### config.mk
export PLATFORM = sky130hd
export DESIGN_NAME = mem_arbiter
export DESIGN_NICKNAME = d
export VERILOG_FILES = /design/src/rtl/mem_arb_pkg.sv /design/src/rtl/mem_lat_counter.sv /design/src/rtl/mem_arbiter.sv
export SDC_FILE = /design/constraint.sdc
export NUM_CORES = 1
export LEC_CHECK = 0
export ABC_AREA = 1
export CORE_ASPECT_RATIO = 0.8
export CORE_MARGIN = 3
export CORE_UTILIZATION = 42
export CTS_BUF_LIST = sky130_fd_sc_hd__clkbuf_8 sky130_fd_sc_hd__clkbuf_16
export CTS_CLUSTER_DIAMETER = 80
export DETAILED_ROUTE_END_ITERATION = 10
export MAX_ROUTING_LAYER = met4
export PLACE_DENSITY = 0.91
export RECOVER_POWER = 50
export SKIP_LAST_GASP = 1
export SYNTH_ARGS = -nofsm -noshare
export SYNTH_HDL_FRONTEND = slang
export SYNTH_SLANG_ARGS = --single-unit
export TNS_END_PERCENT = 20
### constraint.sdc
create_clock -name clk -period 1.7 [get_ports clk]
set_input_delay 0.255 -clock clk [delete_from_list [all_inputs] [get_ports clk]]
set_output_delay 0.255 -clock clk [all_outputs]
set_load 0.05 [all_outputs]
### src/rtl/mem_arb_pkg.sv
// Shared types and constants for the unified-memory arbiter.
package mem_arb_pkg;

    typedef enum logic [1:0] {
        IDLE  = 2'd0,
        ISSUE = 2'd1,
        WAIT  = 2'd2,
        RESP  = 2'd3
    } state_t;

    // Requester identifiers
    localparam logic REQ_IF = 1'b0;
    localparam logic REQ_D  = 1'b1;

    // Latency counter width and the legal LATENCY range it supports
    localparam int unsigned CNT_W   = 4;
    localparam int unsigned LAT_MIN = 1;
    localparam int unsigned LAT_MAX = 15;

    function automatic logic lat_ok(input int unsigned lat);
        return (lat >= LAT_MIN) && (lat <= LAT_MAX);
    endfunction

endpackage

### src/rtl/mem_lat_counter.sv
// 4-bit loadable down-counter timing the memory read latency.
module mem_lat_counter
    import mem_arb_pkg::*;
(
    input  logic             clk,
    input  logic             rst_n,
    input  logic             load,
    input  logic             dec,
    input  logic [CNT_W-1:0] load_val,
    output logic             zero
);

    logic [CNT_W-1:0] cnt;

    // Load takes priority over decrement; the count never wraps below 0
    always_ff @(posedge clk or negedge rst_n) begin
        if (!rst_n) begin
            cnt <= '0;
        end else if (load) begin
            cnt <= load_val;
        end else if (dec && (cnt != '0)) begin
            cnt <= cnt - 1'b1;
        end
    end

    // Expiry flag for the controlling FSM
    always_comb begin
        zero = (cnt == '0);
    end

endmodule

### src/rtl/mem_arbiter.sv
// Round-robin arbiter sharing one single-port memory between the
// instruction-fetch and data paths, one transaction in flight at a time.
module mem_arbiter
    import mem_arb_pkg::*;
#(
    parameter int unsigned ADDR_W  = 32,
    parameter int unsigned DATA_W  = 32,
    parameter int unsigned LATENCY = 2
)
(
    input  logic              clk,
    input  logic              rst_n,
    input  logic              ifReq,
    input  logic [ADDR_W-1:0] ifAddr,
    output logic              ifGnt,
    output logic              ifValid,
    output logic [DATA_W-1:0] ifRdata,
    input  logic              dReq,
    input  logic              dWe,
    input  logic [ADDR_W-1:0] dAddr,
    input  logic [DATA_W-1:0] dWdata,
    output logic              dGnt,
    output logic              dValid,
    output logic [DATA_W-1:0] dRdata,
    output logic              memEn,
    output logic              memWe,
    output logic [ADDR_W-1:0] memAddr,
    output logic [DATA_W-1:0] memWdata,
    input  logic [DATA_W-1:0] memRdata
);

    generate
        if (!lat_ok(LATENCY)) begin : g_lat_range
            $error("mem_arbiter: LATENCY must be within 1..15");
        end
    endgenerate

    localparam logic [CNT_W-1:0] LAT_LOAD = CNT_W'(LATENCY - 1);

    state_t state;
    logic   last_served;
    logic   id_q;
    logic   we_q;
    logic   any_req;
    logic   pick;
    logic   cnt_load;
    logic   cnt_dec;
    logic   cnt_zero;

    // Round-robin choice: a lone request wins, a tie goes to the one not served last
    always_comb begin
        any_req = ifReq | dReq;
        pick    = REQ_IF;
        if (ifReq && dReq) begin
            pick = (last_served == REQ_IF) ? REQ_D : REQ_IF;
        end else if (dReq) begin
            pick = REQ_D;
        end
    end

    // Counter is loaded in ISSUE so it already holds LATENCY-1 in the first WAIT cycle
    always_comb begin
        cnt_load = (state == ISSUE) && !we_q;
        cnt_dec  = (state == WAIT) && !cnt_zero;
    end

    mem_lat_counter u_lat_counter (
        .clk      (clk),
        .rst_n    (rst_n),
        .load     (cnt_load),
        .dec      (cnt_dec),
        .load_val (LAT_LOAD),
        .zero     (cnt_zero)
    );

    // Transaction FSM with registered handshake, memory and read-data outputs
    always_ff @(posedge clk or negedge rst_n) begin
        if (!rst_n) begin
            state       <= IDLE;
            last_served <= REQ_D;
            id_q        <= REQ_IF;
            we_q        <= 1'b0;
            ifGnt       <= 1'b0;
            dGnt        <= 1'b0;
            ifValid     <= 1'b0;
            dValid      <= 1'b0;
            memEn       <= 1'b0;
            memWe       <= 1'b0;
            memAddr     <= '0;
            memWdata    <= '0;
            ifRdata     <= '0;
            dRdata      <= '0;
        end else begin
            ifGnt   <= 1'b0;
            dGnt    <= 1'b0;
            ifValid <= 1'b0;
            dValid  <= 1'b0;
            memEn   <= 1'b0;
            memWe   <= 1'b0;
            case (state)
                IDLE: begin
                    if (any_req) begin
                        state       <= ISSUE;
                        id_q        <= pick;
                        last_served <= pick;
                        we_q        <= (pick == REQ_D) && dWe;
                        memAddr     <= (pick == REQ_D) ? dAddr : ifAddr;
                        memWdata    <= (pick == REQ_D) ? dWdata : '0;
                        memEn       <= 1'b1;
                        memWe       <= (pick == REQ_D) && dWe;
                        ifGnt       <= (pick == REQ_IF);
                        dGnt        <= (pick == REQ_D);
                    end
                end
                ISSUE: begin
                    if (we_q) begin
                        state   <= RESP;
                        ifValid <= (id_q == REQ_IF);
                        dValid  <= (id_q == REQ_D);
                    end else begin
                        state <= WAIT;
                    end
                end
                WAIT: begin
                    if (cnt_zero) begin
                        state <= RESP;
                        if (id_q == REQ_IF) begin
                            ifRdata <= memRdata;
                            ifValid <= 1'b1;
                        end else begin
                            dRdata <= memRdata;
                            dValid <= 1'b1;
                        end
                    end
                end
                RESP: begin
                    state <= IDLE;
                end
                default: begin
                    state <= IDLE;
                end
            endcase
        end
    end

endmodule
# ---- Word-level counts from Yosys, hierarchy flattened
# Index checks and enable logic that the tools add are counted.
dict set report classes {
  n_addsub 1
  n_eq_ne 5
  bitwise_logic 3
  reduce_logical 15
  n_mux 27
}
# cell n
set op_table {}
lappend op_table {{$mux W32} 2}
lappend op_table {{$mux W1} 18}
lappend op_table {{$mux W4} 2}
lappend op_table {{$pmux W2 S4} 1}
lappend op_table {{$reduce_and A3 Y1} 2}
lappend op_table {{$logic_and A1 B1 Y1} 5}
lappend op_table {{$eq A2 B2 Y1 const B} 2}
lappend op_table {{$logic_not A4 Y1} 1}
lappend op_table {{$mux W2} 2}
lappend op_table {{$ne A2 B2 Y1 const B} 2}
lappend op_table {{$pmux W1 S2} 2}
lappend op_table {{$reduce_and A2 Y1} 2}
lappend op_table {{$reduce_bool A4 Y1} 1}
lappend op_table {{$sub A4 B1 Y4 const B} 1}
lappend op_table {{$eq A2 B1 Y1 const B} 1}
lappend op_table {{$logic_not A1 Y1} 2}
lappend op_table {{$logic_not A2 Y1} 1}
lappend op_table {{$not A1 Y1} 2}
lappend op_table {{$reduce_bool A2 Y1} 1}
lappend op_table {{$or A1 B1 Y1} 1}
dict set report word_totals {
  regBits 143
  wordCells 66
  output_inout_bits 134
  inputBits 133
}

# ---- Logic depth before layout (Yosys ltp)
dict set report logic_depth {
  depth_word 6
  depth_mapped 9
  ltp_nobuf 8
}

# ---- By module
# A second synthesis with hierarchy kept.
dict set report unflattened {
  hier_cells 655
  hier_area_um2 5908.2
}
# module cells_each area_per_inst_um2 instances seq_area_each_um2
set by_module_without_submodules {}
lappend by_module_without_submodules {mem_arbiter 609 5612.9 1 3479.6}
lappend by_module_without_submodules {mem_lat_counter 46 295.3 1 100.1}

# ---- Worst setup path before layout
# Ideal clock, no wire load.
dict set report synth_path {
  path_kind {reg2reg}
  from {register state[0]}
  to {register memAddr[22]}
  setup_time_ps 125
  synth_period_minus_slack_ps 1421
  arrival_time_ps 1297
  required_ps 1575
  path_buffers 2
  slack_ps 279
  path_stages_with_launch 10
  cell_sequence {dfrtp_1 > inv_1 > ha_1 > inv_2 > nor2_8 > inv_4 > buf_6 > buf_6 > nand2_1 > nand3_1}
}
dict set report synth_between {
  elab_chain_len 2
}
# element line
set synth_lines {}
lappend synth_lines {{from (decl)} mem_arbiter.sv:40} ;# state_t state;
lappend synth_lines {{from (signal assigned)} mem_arbiter.sv:79} ;# state <= IDLE;
lappend synth_lines {{from (signal assigned)} mem_arbiter.sv:103} ;# state <= ISSUE;
lappend synth_lines {{from (signal assigned)} mem_arbiter.sv:117} ;# state <= RESP;
lappend synth_lines {{$logic_not A2 Y1} mem_arbiter.sv:100} ;# case (state)
lappend synth_lines {{$reduce_and A2 Y1 (no line)} -}
lappend synth_lines {{to (signal assigned)} mem_arbiter.sv:107} ;# memAddr <= (pick == REQ_D) ? dAddr : ifAddr;
lappend synth_lines {{to (decl)} mem_arbiter.sv:27} ;# output logic [ADDR_W-1:0] memAddr,
# Every way passes these cells.
# A chain may end at the register's enable or synchronous reset.

# ---- Worst setup path after layout
dict set report layout_path {
  from {register state[1]}
  to {register memAddr[28]}
}
# The elaborated chain is that of the path after synthesis.

==> results_dict.tcl <==
set metrics [dict create \
    grt_max_degree 66 \
    vias 5328 \
    antenna_cells 0 \
    drv_slew 0 \
    syn2layout_area_growth_pct 47.35 \
    hold_path.class "in -> reg" \
    vias_per_cell 4.879 \
    port_buffers 266 \
    cts.sinks 143 \
    clk_path_buf_depth 2 \
    avgSynthCellArea_um2 9.714 \
    placed_area_mm2 0.008605 \
    clkTransAtPathRegs_ps 60 \
    drt-total-wl_um 17780 \
    final_nets 1038 \
    die_area_mm2 0.01597 \
    wl_per_cell_um 16.28 \
    post-route-period-util 0.9323 \
    ant_nets 0 \
    path_buf_inv 4 \
    synth-seq-cells 143 \
    fin_ws_ps 115.2 \
    rows 38 \
    yosys_warnings 0 \
    die_y_um 113.6 \
    initial_core_util 0.4395 \
    pre_cts_ws_ps 32.13 \
    drc_errors 0 \
    hpwl_um 13080 \
    antenna_found_initial 0 \
    critPathTopFamily "buffers and inverters" \
    drive_above_1_share 0.2325 \
    maxSlewHeadroom 0.2533 \
    path_class "reg -> reg" \
    critPathLaunchType "register" \
    power_density_mw_per_mm2 2370 \
    ys_types 26 \
    cts_buffers 17 \
    cp_cell_sequence "inv_1 -> ha_1 -> inv_2 -> nor2_8 -> inv_4 -> nor2_8 -> buf_12 -> nand2_1 -> nand3_1" \
    drv_cap 0 \
    clk_latency_ps 420 \
    worst_ep_required_time_ps 2040 \
    synthesis.area_mm2 0.006081 \
    slowest_stage "dfrtp_1" \
    cts_max_level 4 \
    skew_ps 6.136 \
    hold-worst-slack_ps 376.1 \
    synth_fp_nets 764 \
    total_power_mw 21.24 \
    core_mm2 0.01384 \
    period_needed_ps 1585 \
    arrival_ps 1920 \
    power.leakage_nw 4.501 \
    grt_pass1_wl_um 27720 \
    grtUsageTotal 0.2289 \
    tightestPinTransition_ps 1120 \
    run_status "completed" \
    tns_ps 0 \
    tritoncts "yes" \
    crit_path_max_fanout 33 \
    cp_common_cell "nor2_8" \
    synthCells 626 \
    design_area_mm2 0.008960 \
    end_kind "register" \
    finalSetupViolations 0 \
    report.final.hold_viol_count 0 \
    fmax_ghz 0.6310 \
    critPathMaxStageDelay_ps 400 \
    vdd_drop_max_mv 1.944 \
    die_w_um 140.5 \
    seq_area_frac_synth 0.5887 \
    drt_first_iter_violations 346 \
    rsz0062_at_grt "no" \
    grt_overflow 0 \
    cts_root_buf "clkbuf_16" \
    drt-pass1-iter-count 5 \
    gp_congestion 0.8317 \
    post_cts_buffers 0 \
    grt_pass1_vias 5442 \
    pin_count 267 \
]
## cell families (layout without fill, tap and decap cells)
family / count (synthesis) / after routing / share of synthesized area
simple gates: 328 / 328 / 0.2226
fa+ha+maj: 5 / 5 / 0.01029
xor+xnor: 1 / 1 / 0.001441
buf+inv: 77 / 363 / 0.07757
flops: 143 / 143 / 0.5887
compound gates: 72 / 72 / 0.09938
## report_power, final
part	internal, mW	switching, mW
Clock	2.32	1.41
Combinational	3.09	8.43
Sequential	5.02	0.980
Total	10.4	10.8
## worst min-delay path: stages
cell	delay, ps
clkdlybuf4s50_1	390
nand2_1	60
nand2_1	40
## routing by layer
layer | GRT usage | vias up | wire length (um)
li1 | - | 2506 | -
met1 | 0.2541 | 2532 | 6842
met2 | 0.3887 | 254 | 8786
met3 | 0.06999 | 36 | 1645
met4 | 0.09103 | 0 | 506
met5 | - | - | 0
## sequential cells by signal, indices dropped and copies added, names as in the netlist, 2 cells and up
name / count
u_lat_counter.cnt: 4
dRdata: 32
memWdata: 32
ifRdata: 32
state: 2
memAddr: 32
## final timing paths
path / cells past startpoint / end / slack [ps] / from
worst max register to register: 9 / memAddr[28] / 120 / state[1]
min in group asynchronous: 2 / ifRdata[6] / 590 / rst_n
max in group asynchronous: 3 / memAddr[23] / 250 / rst_n
worst min register to register: 2 / last_served / 470 / last_served
worst max-delay path: 9 / memAddr[28] / 120 / state[1]
worst min-delay path: 3 / memWdata[15] / 380 / dWdata[15]
## stage by stage
| step | util | instances |
|---|---|---|
| after CTS | 0.6652 | 1092 |
| after detailed placement | 0.6219 | 1060 |
| after global placement | 0.6219 | 1060 |
| after global routing | 0.6476 | 1092 |
| final | 0.6476 | 1092 |
| after floorplan | - | 626 |
## area by class of cell
class	instances	area, um2
fillers	1105	4876
flip-flops and latches	143	3580
repair buffers	284	2345
multi-input cells	406	2037
clock buffers	18	439.2
well taps	180	225.2
inverters	48	183.9
clock inverters	13	150.1
## layout by cell type (no fill, tap or decap), types with 2 or more instances in the layout
| master | count |
|---|---|
| buf_12 | 7 |
| nand3_4 | 2 |
| nand2_1 | 277 |
| bufinv_16 | 3 |
| clkbuf_16 | 17 |
| nor2_8 | 2 |
| o21ai_2 | 64 |
| dfrtp_1 | 142 |
| clkbuf_1 | 44 |
| nor2_4 | 2 |
| clkinv_2 | 3 |
| o21ai_0 | 5 |
| clkbuf_2 | 22 |
| clkinvlp_4 | 4 |
| buf_8 | 2 |
| nand3_1 | 36 |
| ha_1 | 4 |
| clkdlybuf4s50_1 | 131 |
| nor2_1 | 6 |
| inv_1 | 48 |
| buf_4 | 75 |
## synth_stat cells
| library cell | n | area share |
|---|---|---|
| a21oi_1 | 1 | 0.00082 |
| buf_2 | 2 | 0.0016 |
| buf_4 | 5 | 0.0062 |
| buf_6 | 21 | 0.039 |
| clkbuf_1 | 1 | 0.00062 |
| clkinv_2 | 1 | 0.00082 |
| dfrtp_1 | 142 | 0.58 |
| dfstp_2 | 1 | 0.0043 |
| ha_1 | 5 | 0.010 |
| inv_1 | 45 | 0.028 |
| inv_2 | 1 | 0.00062 |
| inv_4 | 1 | 0.0010 |
| nand2_1 | 277 | 0.17 |
| nand2_2 | 1 | 0.0010 |
| nand3_1 | 36 | 0.030 |
| nand3_4 | 2 | 0.0058 |
| nand4_1 | 1 | 0.0010 |
| nor2_1 | 6 | 0.0037 |
| nor2_2 | 2 | 0.0021 |
| nor2_4 | 1 | 0.0019 |
| nor2_8 | 2 | 0.0066 |
| o211ai_1 | 1 | 0.0012 |
| o21ai_0 | 5 | 0.0041 |
| o21ai_2 | 64 | 0.092 |
| o22ai_1 | 1 | 0.0010 |
| xor2_1 | 1 | 0.0014 |
## what timing repair did
item | CTS | global route
setup endpoints to repair | 0 | 1
hold buffers | 1 | 0
gates resized for setup | 0 | 1
hold endpoints to repair | 38 | 0
Note: power is estimated with default switching activity, not from simulation.
